### src/rtl/frame_scan_controller_pkg.sv
// Shared geometry, widths, FSM encoding and tag layout for the frame scan controller.
// The frame is 176x120 RGB332 pixels, read out as 20 horizontal bars of 6 rows each.
package frame_scan_controller_pkg;

  localparam int unsigned SCREEN_WIDTH     = 176;
  localparam int unsigned SCREEN_HEIGHT    = 120;
  localparam int unsigned BAR_HEIGHT       = 6;
  localparam int unsigned NUMBER_BARS      = SCREEN_HEIGHT / BAR_HEIGHT;
  localparam int unsigned PIXELS_PER_BAR   = SCREEN_WIDTH * BAR_HEIGHT;
  localparam int unsigned PIXELS_PER_FRAME = SCREEN_WIDTH * SCREEN_HEIGHT;
  localparam int unsigned ADDR_W           = 15;

  localparam int unsigned COL_W = $clog2(SCREEN_WIDTH);
  localparam int unsigned ROW_W = $clog2(BAR_HEIGHT);
  localparam int unsigned BAR_W = 5;

  typedef enum logic [1:0] {
    StIdle,
    StScan,
    StFlush,
    StDone
  } scan_state_e;

  typedef struct packed {
    logic             valid;
    logic [BAR_W-1:0] bar;
    logic             bar_end;
    logic             frame_end;
  } scan_tag_t;

endpackage

### src/rtl/frame_scan_controller_tag_pipe.sv
// RD_LAT-deep shift register carrying pixel tags alongside the frame buffer read latency.
// A stage is written every cycle, so idle cycles shift in bubbles (valid=0).
module scan_tag_pipe
  import frame_scan_controller_pkg::*;
#(
  parameter int unsigned RD_LAT = 1
) (
  input  logic      clk_i,
  input  logic      clear_i,
  input  scan_tag_t tag_i,
  output scan_tag_t tag_o,
  output logic      empty_next_o
);

  scan_tag_t stage_q [RD_LAT];

  always_ff @(posedge clk_i) begin
    if (clear_i) begin
      for (int i = 0; i < int'(RD_LAT); i++) begin
        stage_q[i] <= '0;
      end
    end else begin
      stage_q[0] <= tag_i;
      for (int i = 1; i < int'(RD_LAT); i++) begin
        stage_q[i] <= stage_q[i-1];
      end
    end
  end

  assign tag_o = stage_q[RD_LAT-1];

  // True when the next edge leaves every stage empty, given no new issue this cycle.
  always_comb begin
    empty_next_o = 1'b1;
    for (int i = 0; i < int'(RD_LAT) - 1; i++) begin
      if (stage_q[i].valid) begin
        empty_next_o = 1'b0;
      end
    end
  end

endmodule

### src/rtl/frame_scan_controller.sv
// Scans the whole frame buffer once per START into the image processor, yielding the
// shared read port to the VGA driver and tagging each returned pixel with bar markers.
module frame_scan_controller
  import frame_scan_controller_pkg::*;
#(
  parameter int unsigned RD_LAT = 1
) (
  input  logic              CLK,
  input  logic              RESET,
  input  logic              START,
  input  logic              VGA_REQ,
  input  logic [ADDR_W-1:0] VGA_ADDR,
  output logic [ADDR_W-1:0] MEM_RD_ADDR,
  input  logic [7:0]        MEM_RD_DATA,
  output logic              PIX_VALID,
  output logic [7:0]        PIX_DATA,
  output logic [BAR_W-1:0]  PIX_BAR,
  output logic              PIX_BAR_END,
  output logic              PIX_FRAME_END,
  output logic              BUSY,
  output logic              DONE,
  output logic              OVERRUN
);

  scan_state_e       state_q;
  logic [ADDR_W-1:0] ptr_q;
  logic [COL_W-1:0]  col_q;
  logic [ROW_W-1:0]  row_q;
  logic [BAR_W-1:0]  bar_q;
  logic              overrun_q;

  logic      issue;
  logic      last_addr;
  logic      at_bar_end;
  logic      pipe_empty_next;
  scan_tag_t tag_in;
  scan_tag_t tag_out;

  assign issue      = (state_q == StScan) && !VGA_REQ;
  assign last_addr  = ptr_q == ADDR_W'(PIXELS_PER_FRAME - 1);
  assign at_bar_end = (col_q == COL_W'(SCREEN_WIDTH - 1)) && (row_q == ROW_W'(BAR_HEIGHT - 1));

  always_comb begin
    tag_in           = '0;
    tag_in.valid     = issue;
    tag_in.bar       = issue ? bar_q : '0;
    tag_in.bar_end   = issue && at_bar_end;
    tag_in.frame_end = issue && last_addr;
  end

  always_ff @(posedge CLK) begin
    if (RESET) begin
      state_q   <= StIdle;
      ptr_q     <= '0;
      col_q     <= '0;
      row_q     <= '0;
      bar_q     <= '0;
      overrun_q <= 1'b0;
    end else begin
      overrun_q <= START && (state_q != StIdle);
      unique case (state_q)
        StIdle: begin
          if (START) begin
            state_q <= StScan;
            ptr_q   <= '0;
            col_q   <= '0;
            row_q   <= '0;
            bar_q   <= '0;
          end
        end
        StScan: begin
          if (issue) begin
            if (last_addr) begin
              state_q <= StFlush;
              ptr_q   <= '0;
              col_q   <= '0;
              row_q   <= '0;
              bar_q   <= '0;
            end else begin
              ptr_q <= ptr_q + 1'b1;
              if (col_q == COL_W'(SCREEN_WIDTH - 1)) begin
                col_q <= '0;
                if (row_q == ROW_W'(BAR_HEIGHT - 1)) begin
                  row_q <= '0;
                  bar_q <= bar_q + 1'b1;
                end else begin
                  row_q <= row_q + 1'b1;
                end
              end else begin
                col_q <= col_q + 1'b1;
              end
            end
          end
        end
        StFlush: begin
          if (pipe_empty_next) begin
            state_q <= StDone;
          end
        end
        StDone: begin
          state_q <= StIdle;
        end
        default: begin
          state_q <= StIdle;
        end
      endcase
    end
  end

  scan_tag_pipe #(
    .RD_LAT(RD_LAT)
  ) u_tag_pipe (
    .clk_i       (CLK),
    .clear_i     (RESET),
    .tag_i       (tag_in),
    .tag_o       (tag_out),
    .empty_next_o(pipe_empty_next)
  );

  // VGA always wins the read port; the scan simply does not issue that cycle.
  assign MEM_RD_ADDR = VGA_REQ ? VGA_ADDR : ((state_q == StScan) ? ptr_q : '0);

  assign PIX_VALID     = tag_out.valid;
  assign PIX_DATA      = tag_out.valid ? MEM_RD_DATA : '0;
  assign PIX_BAR       = tag_out.bar;
  assign PIX_BAR_END   = tag_out.bar_end;
  assign PIX_FRAME_END = tag_out.frame_end;
  assign BUSY          = state_q != StIdle;
  assign DONE          = state_q == StDone;
  assign OVERRUN       = overrun_q;

endmodule

### config.mk
export PLATFORM = sky130hd
export DESIGN_NAME = frame_scan_controller
export DESIGN_NICKNAME = d
export VERILOG_FILES = /design/src/rtl/frame_scan_controller_pkg.sv /design/src/rtl/frame_scan_controller_tag_pipe.sv /design/src/rtl/frame_scan_controller.sv
export SDC_FILE = /design/constraint.sdc
export NUM_CORES = 1
export LEC_CHECK = 0
export ABC_AREA = 1
export CAP_MARGIN = 25
export CORE_AREA = 4 4 73 75
export CTS_CLUSTER_DIAMETER = 50
export DETAILED_ROUTE_END_ITERATION = 12
export DIE_AREA = 0 0 77 79
export HOLD_SLACK_MARGIN = 0.12
export PLACE_DENSITY_LB_ADDON = 0.08
export SYNTH_ARGS = -nofsm -noshare
export SYNTH_HDL_FRONTEND = slang
export SYNTH_SLANG_ARGS = --single-unit
### constraint.sdc
create_clock -name CLK -period 4.9 [get_ports CLK]
set_clock_uncertainty 0.1 [all_clocks]
set_input_delay 1.225 -clock CLK [delete_from_list [all_inputs] [get_ports CLK]]
set_output_delay 1.225 -clock CLK [all_outputs]
set_load 0.05 [all_outputs]
# == After elaboration in Yosys (flattened, before gate mapping) ==
# Memories as Yosys holds them, arrays and structs flattened.
# Index checks and enable logic that the tools add are counted.
# Widths: inputs -> output; s select.
# word_totals
reg_bits,34
ram_bits,8
word_cells,70
memories,1
# classes
addsub,4
n_eq_ne,11
muxes,34
reduce_logical,14
# memory_table
memory,words,word_bits,read_ports,rd_ports_with_merged_regs,wr,line,rtl
u_tag_pipe.stage_q,1,8,1,0,1,frame_scan_controller_tag_pipe.sv:15,scan_tag_t stage_q [RD_LAT];
# op_table
operator,count
$mux 15,5
$mux 8,6
$mux 5,6
$pmux 15 s2,1
$pmux 8 s2,1
$add 15x1->15 const B,1
$eq 15x15->1 const B,1
$mux 3,5
$pmux 5 s2,1
$add 8x1->8 const B,1
$eq 8x8->1 const B,1
$pmux 2 s4,1
$reduce_or 8->1,1
$mux 2,3
$ne 2x2->1 const B,3
$ne 3x2->1 const B,2
$pmux 3 s2,1
$reduce_and 3->1,2
$add 5x1->5 const B,1
$logic_and 1x1->1,5
$reduce_and 5->1,1
$eq 2x2->1 const B,2
$mux 1,4
$reduce_and 4->1,1
other kinds (6),7

# == Logic depth before layout (Yosys ltp) ==
# logic_depth
ltp_word,6
depth_mapped,13
ltp_nobuf,11

# == Cells and area by module ==
# From an unflattened synthesis, not the netlist that was laid out.
# hier_totals
cells_unflattened,383
area_unflattened_um2,2531.2
# modules_own_cells
module,instances,cells_each,area_per_inst_um2,seq_area_each_um2
frame_scan_controller,1,356,2288.4,680.7
scan_tag_pipe,1,27,242.7,160.2

# == Least setup slack after synthesis ==
# No wires, ideal clock.
# synth_path
path_type,input-to-output
start,in VGA_REQ
end,out MEM_RD_ADDR[10]
t_arrival_ns,2.755
required_time_ns,3.575
path_slack_ns,0.820
path_stages,5
n_path_buf,2
cell_sequence,buf_6 inv_1 nand2_1 clkbuf_1 o21ai_0
# synth_between
elab_chain_cells,1
# synth_lines
element,line,rtl
start: declaration,frame_scan_controller.sv:11,"input logic VGA_REQ,"
$mux 15,frame_scan_controller.sv:121,assign MEM_RD_ADDR = VGA_REQ ? VGA_ADDR : ((state_q == StScan) ? ptr_q : '0);
end: declaration,frame_scan_controller.sv:13,"output logic [ADDR_W-1:0] MEM_RD_ADDR,"
# Every way passes these cells.

# == Worst setup path in the final report ==
# layout_path
start,in VGA_REQ
end,out MEM_RD_ADDR[14]
# The elaborated chain is that of the path after synthesis.

==> metrics.md <==
| Metric | Value |
|---|---|
| Worst Hold Endpoint | `u_tag_pipe.stage_q[0][6]` |
| Kind of path behind the tightest hold check | `reg -> reg` |
| Post-layout instance count excluding filler cells | `462` |
| Beginning of the worst register-to-register path | `state_q[1]` |
| Post-route DRC | `0` |
| X dimension of the die | `77 um` |
| Average footprint of a synthesized cell | `6.98 um^2` |
| Final GP Congestion | `just over 0.9` |
| Top-Level Pins | `a little over 60` |
| Share of the clock period used by the worst path after layout | `83.2%` |
| Post-cts sizing count | `0` |
| Synthesized flop and latch total | `42` |
| Clock buffers created by TritonCTS | `5` |
| Number of global-route vias before repair | `around 2.1k` |
| Type of the worst setup path | `in -> out` |
| GR Util All Layers | `between 15 and 20%` |
| Highest cell delay on the worst timing path | `800 ps` |
| Cells on worst reg2reg path | `10` |
| Int Power | `686 uW` |
| Setup crit end kind | `primary output` |
| End of the worst register-to-register path | `ptr_q[9]` |
| Timing-limited maximum frequency | `roughly 250 MHz` |
| Setup repair bufs after CTS | `0` |
| Number of input and output port buffers inserted | `60` |
| Sequential share of the synthesized area | `34.7%` |
| Total Nets Final | `~440` |
| Post-synthesis net count | `382` |
| Placement row count | `25` |
| Power share of the combinational group | `between 40% and 50%` |
| Total leakage power | `1.46 nW` |
| Share of post-route cells with drive strength above 1 | `between 10% and 20%` |
| Tightest hold margin | `370 ps` |
| Initial DRT Pass Iterations | `4` |
| Worst-path maximum fanout | `5` |
| Data arrival at the endpoint of the critical path | `around 2800 ps` |
| Area taken by multi-input logic gates | `roughly 1300 um^2` |
| Vias per cell | `4.97` |
| Post-detailed-route count of antenna-violating nets | `0` |
| Hold-fix buffers at CTS | `0` |
| Height of the die | `approximately 79 um` |
| Clock slew at the register clock pins of the worst setup and hold paths | `90 ps` |
| Clock Sink Count | `42` |
| Wire per inst | `~12 um` |
| Detailed-placement wirelength estimate | `4.26 mm` |
| Number of antenna violations at the first check in global routing | `0` |
| Reg power frac | `about 33%` |
| Slew Viols, Final | `0` |
| Initial cell density of the core | `between 50% and 60%` |
| Slowest-stage cell, CP | `clkdlybuf4s50_1` |
| Pin count of the biggest net entering global routing | `17` |
| Total placed cells including tap cells | `roughly 450` |
| Depth of the worst hold-timing path | `2` |
| Transition time at the pin with the least slew margin | `a little under 600 ps` |
| Clock share of power | `18.2%` |
| Maximum buffer depth of the clock tree | `2` |
| Violation count after the first detailed-route iteration | `88` |
| Final setup fails | `0` |
| FF-to-FF setup slack | `roughly 2600 ps` |
| Max_cap viols | `0` |
| H-Tree Depth | `2` |
| Sw Share | `a little under half` |
| Number of warnings printed during yosys synthesis | `0` |
| Post-place instance area | `between 3000 and 4000 um^2` |
| Worst Hold Launch | `bar_q[4]` |
| Cell Chain, Critical Path | `clkdlybuf4s50_1, inv_1, nand3_1, nand2_1, clkdlybuf4s50_1` |
| Net Switching | `about 570 uW` |
| Drt total wl | `approximately 5.5 mm` |
| First-pass GRT wire length | `9.49 mm` |
| Power density normalized to cell area | `385 nW/um^2` |
| Post-synthesis instance area | `2420 um^2` |
| Sum of internal, switching and leakage power | `1.25 mW` |
| Library cell appearing most often on the critical path | `clkdlybuf4s50_1` |
| Area share of the largest cell type after synthesis | `about a third` |
| Worst slack after detailed placement | `824 ps` |
| Total negative setup slack | `0 ps` |
| Clk Tree Root Cell | `clkbuf_8` |
| Leading area contributor after synthesis | `dfxtp_1` |
| Finished Core Util | `~70%` |
| Final Critical Period | `around 4000 ps` |
| Number of cells produced by synthesis | `347` |
| Endpoints failing hold | `0` |
| Max VDD drop | `roughly 0.26 mV` |
| CP Launch Type | `primary input` |
| Floorplan Core Area | `between 4000 and 5000 um^2` |
| Via count | `around 2.3k` |
| Outcome | `finished clean` |
| Worst skew pair latency | `310 ps` |
| Remaining max-slew budget at the tightest pin | `between 60% and 70%` |
| Post-route cell area | `around 3200 um^2` |
| Register Area | `between 800 and 900 um^2` |
| Setup repair after global routing missed its margin | `false` |
| Antenna diodes | `0` |
| Final worst slack | `a little over 800 ps` |
| P&R area growth vs syn | `34.2%` |
| Distinct cells, synth | `33` |
| Die Outline Area | `6080 um^2` |
| Critical path required time | `between 3000 and 4000 ps` |
| Total grt overflow | `0` |
| Number of filler instances in the final layout | `around 410` |
| TritonCTS clock tree | `done` |
| Top cells by area, synth | `dfxtp_1, nand2_1, nor2_1, inv_1, ha_1` |
[final cells by class]
| type | instances | area share, % |
|---|---|---|
| Multi-Input combinational cell | 240 | 40.0 |
| Inverter | 57 | 6.58 |
| Sequential cell | 42 | 25.9 |
| Clock inverter | 3 | 0.655 |
| Tap cell | 54 | 2.08 |
| Timing Repair Buffer | 61 | 22.7 |
| Clock buffer | 5 | 2.12 |
[per-layer routing]
layer | routed length, um | global-route usage (%) | share of wire [%] | up-vias
li1 | - | - | - | 1190
met5 | 0 | 0 | 0 | -
met3 | 285 | 4.42 | 5.2 | 12
met1 | 2430 | 22.3 | 45 | 1039
met2 | 2630 | 34.0 | 48 | 55
met4 | 112 | 9.25 | 2.1 | 0
[worst max-delay path: cells and delay by family]
| kind | cells | cell delay (ps) |
|---|---|---|
| simple gates | 2 | 160 |
| buf+inv | 3 | 1370 |
[cell families (layout without fill, tap and decap cells)]
logic type | count (synthesis) | after routing | synth area share [%]
adder cells (fa/ha/maj) | 8 | 8 | 4.13
flip-flops | 42 | 42 | 34.7
buffers and inverters | 65 | 126 | 11.6
AO/OA/AOI/OAI | 35 | 35 | 8.16
XOR/XNOR | 8 | 8 | 2.89
AND/OR/NAND/NOR | 189 | 189 | 38.5
[worst max-delay path by stage]
stage | start | to | slack (ps) | cells after the start
after detailed placement | VGA_REQ | MEM_RD_ADDR[14] | 820 | 5
after global placement | VGA_REQ | MEM_RD_ADDR[14] | 860 | 5
after CTS | VGA_REQ | MEM_RD_ADDR[14] | 820 | 5
after floorplan | VGA_REQ | MEM_RD_ADDR[10] | 820 | 5
final | VGA_REQ | MEM_RD_ADDR[14] | 820 | 5
after global routing | VGA_REQ | MEM_RD_ADDR[4] | 690 | 5
[cells in the mapped netlist (all sizes together)]
library cell / instances
nand2: 89
nor2: 62
inv: 56
dfxtp: 42
o21ai: 20
nand3: 19
nor3: 12
a21oi: 10
ha: 8
xor2: 7
buf: 5
nand4: 4
clkbuf: 3
a211oi: 2
a31oi: 2
or2: 2
clkinv: 1
nor4: 1
o22ai: 1
xnor2: 1
[flip-flops by register name, indices dropped and copies added (netlist names)]
name / count
ptr_q: 15
col_q: 8
OVERRUN: 1
bar_q: 5
row_q: 3
u_tag_pipe.stage_q: 8
state_q: 2
[power by group through the flow]
| stage | Sequential [mW] | Clock [mW] | Combinational (mW) |
|---|---|---|---|
| after floorplan | 0.428 | 0 | 0.481 |
| after global placement | 0.423 | 0 | 0.594 |
| after detailed placement | 0.425 | 0 | 0.610 |
| after CTS | 0.417 | 0.235 | 0.611 |
| after global routing | 0.423 | 0.255 | 0.674 |
| final | 0.417 | 0.228 | 0.607 |
[placed cells by master, fill, tap and decap left out, types with 2 or more instances in the layout]
cell type / n
nand2_1: 80
buf_12: 13
nand2_2: 6
nor2_4: 2
nand3_1: 15
xor2_1: 7
nand4_1: 4
nor2_8: 3
nand2_4: 3
clkbuf_8: 5
a31oi_1: 2
dfxtp_1: 42
nor2_2: 5
a211oi_2: 2
nand3_4: 2
inv_2: 5
nor2_1: 52
a21oi_1: 9
clkdlybuf4s50_1: 47
ha_1: 8
nor3_1: 10
o21ai_0: 19
inv_1: 51
nand3_2: 2
(Power assumes the default switching activity.)
==> edit, RTL diff (same flow settings) <==
Remove the register `overrun_q`: a continuous assignment takes its place, so the output `OVERRUN` follows one clock earlier.
--- a/src/rtl/frame_scan_controller.sv
+++ b/src/rtl/frame_scan_controller.sv
@@ -56,7 +56,5 @@
       row_q     <= '0;
       bar_q     <= '0;
-      overrun_q <= 1'b0;
     end else begin
-      overrun_q <= START && (state_q != StIdle);
       unique case (state_q)
         StIdle: begin
@@ -108,4 +106,6 @@
   end
 
+  assign overrun_q = START && (state_q != StIdle);
+
   scan_tag_pipe #(
     .RD_LAT(RD_LAT)
Behaviour: not the same (a bounded check fails within 4 cycles, from zero or initial values and one cycle with RESET high).
==> edit against the original RTL <==
  * Routed wire length increased by 5.1%
  * Power rose by 5.4%
  * Fmax is 5.5% lower
  * Worst setup slack got worse by 0.24 ns
  * Design area fell by 3.3%
  * Sequential cell count shrank 1
  * Synthesized area increased by 1.7%
  * Count of clock-buffer cells in the layout unchanged
==> edit: results (changes against the original RTL) <==
STA:
- The tightest slew margin relative to the limit is 65.7% (+4.2 points).
- The number of failing hold endpoints at the final stage came to 0 (unchanged).

Clock tree:
- The insertion delay to the later sink of the worst-skew pair is 0.29 ns (-0.02 ns).
- The number of levels in the clock H-tree is 2 (unchanged).
- The clock input transition at the sequential cells of the worst setup and hold paths is 0.08 ns.

Critical path:
- The maximum fanout along the worst path was 8 (+3).

Power:
- The leakage dissipation was 1.37 nW (-5.6%).
- The worst voltage drop across the vdd grid is 0.000435 V (+70%).

Outcome:
- The run finished with clean final reports.

Place:
- The post-detailed-placement half-perimeter wirelength was 4390 um (+3.1%).
- The post-detailed-placement cell area is 0.00304 mm2 (-3.8%).
- The routability congestion estimate from global placement is 0.869 (-4.1%).
- The number of placed instances, taps included is 481 (+5.9%).

GRT:
- The met3 demand-to-capacity share in global routing came to 3.51% (-0.91 points).
- The global router's overall resource usage was 19.4% (about the same).
- The number of global-route vias before repair is 2,212 (+3.4%).
- The global-route wire length before repair is 9760 um (+2.8%).
- The global-route track usage on met1 is 23.6% (+1.3 points).
- The largest net degree at the start of global routing is 27 (+10).
- The met2 capacity usage during global routing is 34.5% (+0.52 points).

Synth:
- The commonest cells after synthesis are sky130_fd_sc_hd__nand2_1 (90), sky130_fd_sc_hd__nor2_1 (65), sky130_fd_sc_hd__inv_1 (51).
- The number of distinct library cells after synthesis is 27 (-18%).
- The post-synthesis net count came to 412 (+7.9%).
- Ranked by total cell area, the synthesized netlist is headed by sky130_fd_sc_hd__dfxtp_1 (33%), sky130_fd_sc_hd__nand2_1 (14%), sky130_fd_sc_hd__nor2_1 (9.9%).
- The average cell area after synthesis is 6.53 um2 (-6.4%).
- The sequential element share of the synthesized area is 33.3% (-1.4 points).

Routing:
- The routed length on met2 is 2840 um (+8.0%).
- The routed wire length is 5730 um (+5.1%).
- The average via count per standard cell is 4.94 (-0.67%).
- The detailed route wirelength on metal3 is 233 um (-18%).
- The average wire length per cell after detail routing is 11.8 um (-0.54%).
- The met1 wire length was 2620 um (+7.8%).

Finish:
- The number of nets in the layout is 469 (+6.1%).
- The ratio of cells with drive above 1 in the final layout was 11.5% (-2.2 points).
-- edit: cell count changes in the layout (fill, tap and decap cells not counted), sizes merged, moves of 2 or more --
cell / change
or2: -2
nand3: +10
nand2: +11
clkinv: -2
nor2: +9
nor3b: +2
a211oi: -2
a21oi: +2
nand4: +2
a31oi: -2
-- edit: final timing paths --
kind               endpoint  slack, ns  cells after the start
min                bar_q[4]       0.38                      2
min reg2reg        bar_q[4]       0.38                      2
max          MEM_RD_ADDR[4]       0.59                      5
max reg2reg       ptr_q[14]       2.65                     12
-- edit: cell type report --
class / count / area (um2)
inverter: 56 / 210
clock inverter: 2 / 35.0
fill: 416 / 1520
multi-input combinational: 269 / 1350
clock buffer: 5 / 68.8
tap: 54 / 67.6
sequential: 41 / 821
timing repair buffer: 61 / 586
-- edit: per-stage QoR --
stage               power [mW]  worst slack [ns]
floorplan                0.945             0.752
global placement          1.06             0.648
detailed placement        1.07             0.590
CTS                       1.33             0.588
global route              1.42             0.472
finish                    1.32             0.586
-- edit: worst max-delay path, delay by kind of cell --
kind / cells / cell delay (ns)
AND/OR/NAND/NOR: 3 / 0.38
buffers and inverters: 2 / 1.37
-- edit: power by group --
part | internal [mW] | switching [mW] | total, mW
Combinational | 0.196 | 0.439 | 0.635
Sequential | 0.379 | 0.0429 | 0.422
Clock | 0.148 | 0.114 | 0.262
Total | 0.723 | 0.595 | 1.32
-- edit: cell families (layout without fill, tap and decap cells) --
kind of cell             after synthesis  in the layout  synth area share, %
XOR/XNOR                               8              8                 2.85
adder cells (fa/ha/maj)                8              8                 4.07
AO/OA/AOI/OAI                         31             31                 6.30
buffers and inverters                 67            124                 11.7
AND/OR/NAND/NOR                      222            222                 41.8
flip-flops                            41             41                 33.3
